==> src/rtl/traffic_pkg.sv <==
// Shared definitions for the two-road traffic phase scheduler.
//   - phase_e   : state encoding, also driven out on the 3-bit phase port
//   - lamps_t   : one bundle of lamp/segment drives
//   - *_DEF     : default timing constants (in ticks)
//   - lamp_decode: lamp pattern for a given state
package traffic_pkg;

  localparam int TMR_W = 10;

  localparam int GX_T_DEF       = 300;
  localparam int GY_T_DEF       = 150;
  localparam int BLINK_T_DEF    = 40;
  localparam int BLINK_HALF_DEF = 10;
  localparam int CLR_T_DEF      = 20;
  localparam int MIN_G_DEF      = 100;

  typedef enum logic [2:0] {
    XG      = 3'd0,
    XB      = 3'd1,
    CLR_XY  = 3'd2,
    YG      = 3'd3,
    YB      = 3'd4,
    CLR_YX  = 3'd5,
    EMG_CLR = 3'd6,
    EMG     = 3'd7
  } phase_e;

  typedef struct packed {
    logic gx;
    logic rx;
    logic gy;
    logic ry;
    logic seg;
  } lamps_t;

  // blink_lit selects the lit half of a blinking green; dir picks the
  // emergency green side (0 = X, 1 = Y). Red and green of one road are
  // never lit together, and the two greens are never lit together.
  function automatic lamps_t lamp_decode(phase_e ph, logic blink_lit, logic dir);
    lamps_t l;
    l = '0;
    case (ph)
      XG: begin
        l.gx  = 1'b1;
        l.ry  = 1'b1;
        l.seg = 1'b1;
      end
      XB: begin
        l.gx  = blink_lit;
        l.ry  = 1'b1;
        l.seg = 1'b1;
      end
      YG: begin
        l.gy = 1'b1;
        l.rx = 1'b1;
      end
      YB: begin
        l.gy = blink_lit;
        l.rx = 1'b1;
      end
      EMG: begin
        if (dir) begin
          l.gy = 1'b1;
          l.rx = 1'b1;
        end else begin
          l.gx = 1'b1;
          l.ry = 1'b1;
        end
      end
      default: begin
        l.rx = 1'b1;
        l.ry = 1'b1;
      end
    endcase
    return l;
  endfunction

endpackage

==> src/rtl/phase_timer.sv <==
// Tick-gated down counter used as the per-state timer.
//   clk      : clock
//   rst_n    : synchronous reset, active HIGH (1 = reset)
//   tick_en  : timebase strobe; count/elapsed move only when high
//   load     : load load_val and clear elapsed (has priority over tick_en)
//   load_val : value loaded into the counter (duration - 1)
//   count    : ticks left in the current state
//   zero     : count == 0
//   elapsed  : ticks consumed since the last load
module phase_timer
  import traffic_pkg::*;
#(
  parameter int RST_VAL = 0
) (
  input  logic             clk,
  input  logic             rst_n,
  input  logic             tick_en,
  input  logic             load,
  input  logic [TMR_W-1:0] load_val,
  output logic [TMR_W-1:0] count,
  output logic             zero,
  output logic [TMR_W-1:0] elapsed
);

  // NOTE: rst_n is active-high despite its name and is sampled on the clock
  // edge, so it lives inside the clocked branch rather than the sensitivity list.
  always_ff @(posedge clk) begin
    if (rst_n) begin
      count   <= TMR_W'(RST_VAL);
      elapsed <= '0;
    end else if (load) begin
      count   <= load_val;
      elapsed <= '0;
    end else if (tick_en) begin
      // Both saturate: the emergency hold state parks at zero indefinitely.
      if (count != '0) count <= count - 1'b1;
      if (elapsed != '1) elapsed <= elapsed + 1'b1;
    end
  end

  assign zero = (count == '0);

endmodule

==> src/rtl/traffic_phase_sched.sv <==
// Two-road traffic phase scheduler with request truncation and emergency
// preemption.
//   clk        : clock
//   rst_n      : synchronous reset, active HIGH (1 = reset)
//   tick_en    : timebase strobe; all timers advance only on tick_en
//   req_x/y    : one-cycle demand pulses, latched as sticky pending flags
//   emg_req    : level emergency request; emg_dir picks the green side
//   Gx,Rx,Gy,Ry: registered lamp drives
//   seg_signal : X road owns the phase (XG, XB)
//   remain     : ticks left in the current timed state (0 in EMG)
//   phase      : current state encoding (traffic_pkg::phase_e)
module traffic_phase_sched
  import traffic_pkg::*;
#(
  parameter int GX_T       = GX_T_DEF,
  parameter int GY_T       = GY_T_DEF,
  parameter int BLINK_T    = BLINK_T_DEF,
  parameter int BLINK_HALF = BLINK_HALF_DEF,
  parameter int CLR_T      = CLR_T_DEF,
  parameter int MIN_G      = MIN_G_DEF
) (
  input  logic       clk,
  input  logic       rst_n,
  input  logic       tick_en,
  input  logic       req_x,
  input  logic       req_y,
  input  logic       emg_req,
  input  logic       emg_dir,
  output logic       Gx,
  output logic       Rx,
  output logic       Gy,
  output logic       Ry,
  output logic       seg_signal,
  output logic [9:0] remain,
  output logic [2:0] phase
);

  // Truncation fires on the tick that completes the MIN_G-th green tick,
  // i.e. when MIN_G-1 ticks have already been consumed.
  localparam logic [TMR_W-1:0] MIN_G_M1 = TMR_W'((MIN_G > 0) ? MIN_G - 1 : 0);
  localparam logic [TMR_W-1:0] HALF_M1  = TMR_W'(BLINK_HALF - 1);

  phase_e           state_q, state_n;
  logic             pend_x_q, pend_x_n;
  logic             pend_y_q, pend_y_n;
  logic             dir_q;
  logic [TMR_W-1:0] half_q, half_n;
  logic             lit_q, lit_n;
  lamps_t           lamps_n;

  logic             tmr_load;
  logic [TMR_W-1:0] tmr_load_val;
  logic [TMR_W-1:0] tmr_count;
  logic             tmr_zero;
  logic [TMR_W-1:0] tmr_elapsed;

  function automatic logic [TMR_W-1:0] dur_m1(phase_e ph);
    case (ph)
      XG:                     return TMR_W'(GX_T - 1);
      YG:                     return TMR_W'(GY_T - 1);
      XB, YB:                 return TMR_W'(BLINK_T - 1);
      CLR_XY, CLR_YX, EMG_CLR: return TMR_W'(CLR_T - 1);
      default:                return '0;
    endcase
  endfunction

  phase_timer #(
    .RST_VAL (CLR_T - 1)
  ) u_timer (
    .clk      (clk),
    .rst_n    (rst_n),
    .tick_en  (tick_en),
    .load     (tmr_load),
    .load_val (tmr_load_val),
    .count    (tmr_count),
    .zero     (tmr_zero),
    .elapsed  (tmr_elapsed)
  );

  // NOTE: every signal assigned here gets a default first, so no path through
  // the block leaves a value unassigned and no latch is inferred.
  always_comb begin
    state_n = state_q;
    half_n  = half_q;
    lit_n   = lit_q;

    // Preemption is not tick-gated: it reacts on the very next clock.
    if (emg_req && state_q != EMG_CLR && state_q != EMG) begin
      state_n = EMG_CLR;
    end else begin
      case (state_q)
        XG:      if (tick_en && (tmr_zero || (pend_y_q && tmr_elapsed >= MIN_G_M1))) state_n = XB;
        XB:      if (tick_en && tmr_zero) state_n = CLR_XY;
        CLR_XY:  if (tick_en && tmr_zero) state_n = YG;
        YG:      if (tick_en && (tmr_zero || (pend_x_q && tmr_elapsed >= MIN_G_M1))) state_n = YB;
        YB:      if (tick_en && tmr_zero) state_n = CLR_YX;
        CLR_YX:  if (tick_en && tmr_zero) state_n = XG;
        EMG_CLR: if (tick_en && tmr_zero) state_n = emg_req ? EMG : CLR_YX;
        EMG:     if (!emg_req) state_n = dir_q ? CLR_YX : CLR_XY;
        default: state_n = CLR_YX;
      endcase
    end

    // No state ever transitions to itself, so a change of state is exactly
    // a state entry and the timer reloads with the new duration.
    tmr_load     = (state_n != state_q);
    tmr_load_val = dur_m1(state_n);

    // A request pulse coincident with the entry clear still wins.
    pend_x_n = req_x | (pend_x_q & ~(tmr_load && state_n == XG));
    pend_y_n = req_y | (pend_y_q & ~(tmr_load && state_n == YG));

    // Blink: first half-period dark, then alternate every BLINK_HALF ticks.
    if (tmr_load) begin
      half_n = '0;
      lit_n  = 1'b0;
    end else if (tick_en && (state_q == XB || state_q == YB)) begin
      if (half_q == HALF_M1) begin
        half_n = '0;
        lit_n  = ~lit_q;
      end else begin
        half_n = half_q + 1'b1;
      end
    end

    // Lamps are decoded from next-state values so the registered outputs
    // change on the same edge as the state; in EMG the live emg_dir is used
    // so a direction change shows up one clock later.
    lamps_n = lamp_decode(state_n, lit_n, emg_dir);
  end

  // NOTE: sequential state uses non-blocking assignments so every register
  // samples pre-edge values regardless of statement order.
  always_ff @(posedge clk) begin
    if (rst_n) begin
      state_q    <= CLR_YX;
      pend_x_q   <= 1'b0;
      pend_y_q   <= 1'b0;
      dir_q      <= 1'b0;
      half_q     <= '0;
      lit_q      <= 1'b0;
      Gx         <= 1'b0;
      Rx         <= 1'b1;
      Gy         <= 1'b0;
      Ry         <= 1'b1;
      seg_signal <= 1'b0;
    end else begin
      state_q    <= state_n;
      pend_x_q   <= pend_x_n;
      pend_y_q   <= pend_y_n;
      if (emg_req) dir_q <= emg_dir;
      half_q     <= half_n;
      lit_q      <= lit_n;
      Gx         <= lamps_n.gx;
      Rx         <= lamps_n.rx;
      Gy         <= lamps_n.gy;
      Ry         <= lamps_n.ry;
      seg_signal <= lamps_n.seg;
    end
  end

  // Both are plain register outputs: the timer parks at zero in EMG.
  assign remain = tmr_count;
  assign phase  = state_q;

endmodule

==> config.mk <==
export PLATFORM = sky130hd
export DESIGN_NAME = traffic_phase_sched
export DESIGN_NICKNAME = d
export VERILOG_FILES = /design/src/rtl/traffic_pkg.sv /design/src/rtl/phase_timer.sv /design/src/rtl/traffic_phase_sched.sv
export SDC_FILE = /design/constraint.sdc
export NUM_CORES = 1
export LEC_CHECK = 0
export CAP_MARGIN = 20
export CORE_ASPECT_RATIO = 1.5
export CORE_MARGIN = 1
export CORE_UTILIZATION = 26
export CTS_CLUSTER_SIZE = 10
export DETAILED_ROUTE_END_ITERATION = 7
export GPL_TIMING_DRIVEN = 0
export PLACE_DENSITY_LB_ADDON = 0.3
export SYNTH_ARGS = -nofsm -noshare
export SYNTH_HDL_FRONTEND = slang
export SYNTH_SLANG_ARGS = --single-unit
==> constraint.sdc <==
create_clock -name clk -period 7.8 [get_ports clk]
set_input_delay 0.78 -clock clk [delete_from_list [all_inputs] [get_ports clk]]
set_output_delay 0.78 -clock clk [all_outputs]
set_load 0.03 [all_outputs]
==> key figures <==
Outcome
  – Status: finished clean

Global route
  – All-Layer GR Usage: 0.1288
  – Initial antenna violation count: 0
  – Vias in the first global route: 1929
  – First-pass GRT wire length: 9390 um
  – Total gr overflow: 0
  – Maximum number of pins on one net before global-route repair: 14

Synth
  – Area share of the leading cell type in the synthesized netlist: 0.3611
  – Synth area leaders: dfxtp_1 (36%), nor2_1 (6.9%), xor2_1 (6.0%)
  – Post-synth EDFFs: 0
  – Area leader, netlist: dfxtp_1
  – Async SR Flop Fraction: 0
  – Post-Syn Instances: 273
  – Sequential cell area fraction in the yosys report: 0.3611
  – Synth Cell Area: 2328 sq um
  – Ys Warns: 0
  – Yosys cell types: 55
  – Synth Register Bits: 42
  – Syn nets: 285
  – Synthesized area per cell: 8.529 sq um
  – Primary FF master, synth: dfxtp_1

Timing
  – Pins Over Slew Limit: 0
  – Final setup viols: 0
  – Final Cycle Share: 0.4492
  – Post-layout worst setup margin: 4.296 ns
  – Fin crit period: 3.504 ns
  – Slew HR: 0.5443
  – Max Clock Freq: 285.4 MHz
  – RSZ-0062 raised after global routing: false
  – Setup Skew: 0.003964 ns
  – Worst Tran Pin Value: 0.6774 ns
  – TNS Setup: 0 ns
  – Fin. Hold Viols: 0

Floorplan
  – Initial Util: 0.2718
  – Die area: 9346 sq um
  – Core Area: 8567 sq um
  – FP Rows: 41
  – Die height: 117.9 um
  – Die Wd: 79.27 um
  – IO Pins: 25

Place
  – RePlAce Congestion: 0.8246
  – DP Wirelength: 4328 um
  – Pre-CTS setup slack: 4.028 ns
  – Number of port buffers: 23
  – Placed Cells incl. Taps: 403

Routing
  – Number of remaining DRC errors: 0
  – Antenna-violating nets left: 0
  – DR vias/cell: 5.041
  – Routed vias: 2072
  – Routed WL: 5619 um
  – DRT iter0 DRCs: 105
  – Drt pass-1 iters: 4
  – Wire per inst: 13.67 um

CTS
  – Clock Path Buffers: 2
  – Clock Tree Root: clkbuf_16
  – Num CTS Buffers: 5
  – Clk slew on worst S/H paths: 0.06 ns
  – Clock Latency Late Sink: 0.28 ns
  – Post-CTS Resized: 0
  – Setup Fix Bufs, Post-CTS: 0
  – Hold_buf cts: 0
  – H-tree Lvls: 2
  – CTS tree: built
  – CTS sink cnt: 42

Cells and area
  – N_diodes: 0
  – Area grow syn2layout: 22.14%
  – # fillers: 885
  – # nets final: 315
  – Share of layout cells above drive strength 1: 0.09868
  – Multi-input gate area: 1421 sq um
  – FF+latch area: 840.8 sq um
  – Final Non-Filler Cells: 411

Power and ir drop
  – Worst VDD drop: 0.1131 mV
  – Leak Pwr: 0.9871 nW
  – Total power: 0.0005602 W
  – Pwr dens: 197.0 nW/um^2

Critical path
  – Critical path arrival: 3.68 ns
  – CP endpoint kind: flip-flop
  – CP required: 7.97 ns
  – WS Path Type: in -> reg
  – Crit path max fanout: 10
  – Critical Path Source Type: input port

Worst hold path
  – Type of the worst min-delay path: reg -> reg

Run
  – Max cap viols: 0
-- worst paths after layout --
check / startpoint / cells past startpoint / slack (ns) / endpoint
max: tick_en / 10 / 4.30 / u_timer.count[1]
min: lit_q / 2 / 0.52 / lit_q
max reg2reg: u_timer.count[0] / 10 / 4.88 / u_timer.count[1]
min reg2reg: lit_q / 2 / 0.52 / lit_q
-- Yosys cell counts (2+ instances only) --
cell type and instances:
nor2_1 43, dfxtp_1 42, nand2_1 24, xor2_1 16, nand3_1 12, xnor2_1 12, a21oi_1 11, o21ai_0 11
nor3_1 7, inv_1 6, nand4_1 6, buf_2 5, ha_1 5, nor4_1 5, and3_1 4, nand3b_1 4
o211ai_1 4, o31ai_1 4, or3_1 4, nand2b_1 3, nor2b_1 3, a211oi_2 2, and2_1 2, and4_1 2
clkbuf_1 2, mux2i_1 2, nor4_4 2, nor4b_2 2, o22ai_1 2
-- cells by family after synthesis --
logic type	share of synthesized area
and+or+nand+nor	0.3095
AOI/OAI and AO/OA	0.1553
DFF	0.3611
xor gates and xnor gates	0.1053
buffers and inverters	0.02848
adders and majority gates	0.02687
muxes	0.01343
-- where the power goes --
part           switching, W  leakage (nW)  internal [W]
registers         0.0000103         0.341      0.000224
clock network     0.0000801        0.0729      0.000126
logic             0.0000736         0.573     0.0000458
total              0.000164         0.987      0.000396
-- registers in the layout, indices dropped and copies added (netlist names) --
register / flops
seg_signal: 1
pend_y_q: 1
pend_x_q: 1
Gx: 1
Gy: 1
lit_q: 1
Ry: 1
u_timer.elapsed: 10
u_timer.count: 10
phase: 3
dir_q: 1
half_q: 10
Rx: 1
-- layout make-up --
class / instances / share of cell area
Tap cell: 107 / 0.04707
Multi-Input combinational cell: 216 / 0.4998
Clock inverter: 2 / 0.004399
Sequential cell: 42 / 0.2956
Buffer: 9 / 0.01540
Timing Repair Buffer: 23 / 0.08095
Inverter: 6 / 0.007919
Clock buffer: 6 / 0.04883
-- placed cells by master, fill, tap and decap left out, types with 3 or more instances in the layout --
cell type and count:
a21oi_1 11, and3_1 4, buf_2 5, clkbuf_16 5, clkdlybuf4s50_1 23, dfxtp_1 42
ha_1 5, inv_1 6, nand2_1 24, nand2b_1 3, nand3_1 12, nand3b_1 4
nand4_1 6, nor2_1 43, nor2b_1 3, nor3_1 7, nor4_1 5, o211ai_1 4
o21ai_0 11, o31ai_1 4, or3_1 4, xnor2_1 12, xor2_1 16
-- worst max-delay path, cell delays in order --
cell             delay, ns
clkdlybuf4s50_1       0.49
buf_2                 0.27
nor4b_2               0.35
a31oi_1               0.13
a211oi_1              0.39
nor3_1                0.16
nor4_4                0.47
buf_4                 0.27
a21oi_1               0.08
a211o_1               0.28
-- stage by stage --
step	util	instance area [sq um]	hold WS [ns]
after floorplan	-	2328	0.4804
after global placement	0.3143	2693	0.4996
after detailed placement	0.3143	2693	0.5149
after CTS	0.3320	2844	0.5310
after global routing	0.3320	2844	0.5480
final	0.3320	2844	0.5230
-- layer usage --
layer	vias to the layer above	part of all wire	wire length, um	GRT usage
li1	1043	-	-	-
met1	973	0.40	2269	0.1408
met2	44	0.53	2971	0.2252
met3	12	0.034	191	0.02403
met4	0	0.033	187	0.07500
met5	-	0	0	0
Note: power is estimated with default switching activity, not from simulation.
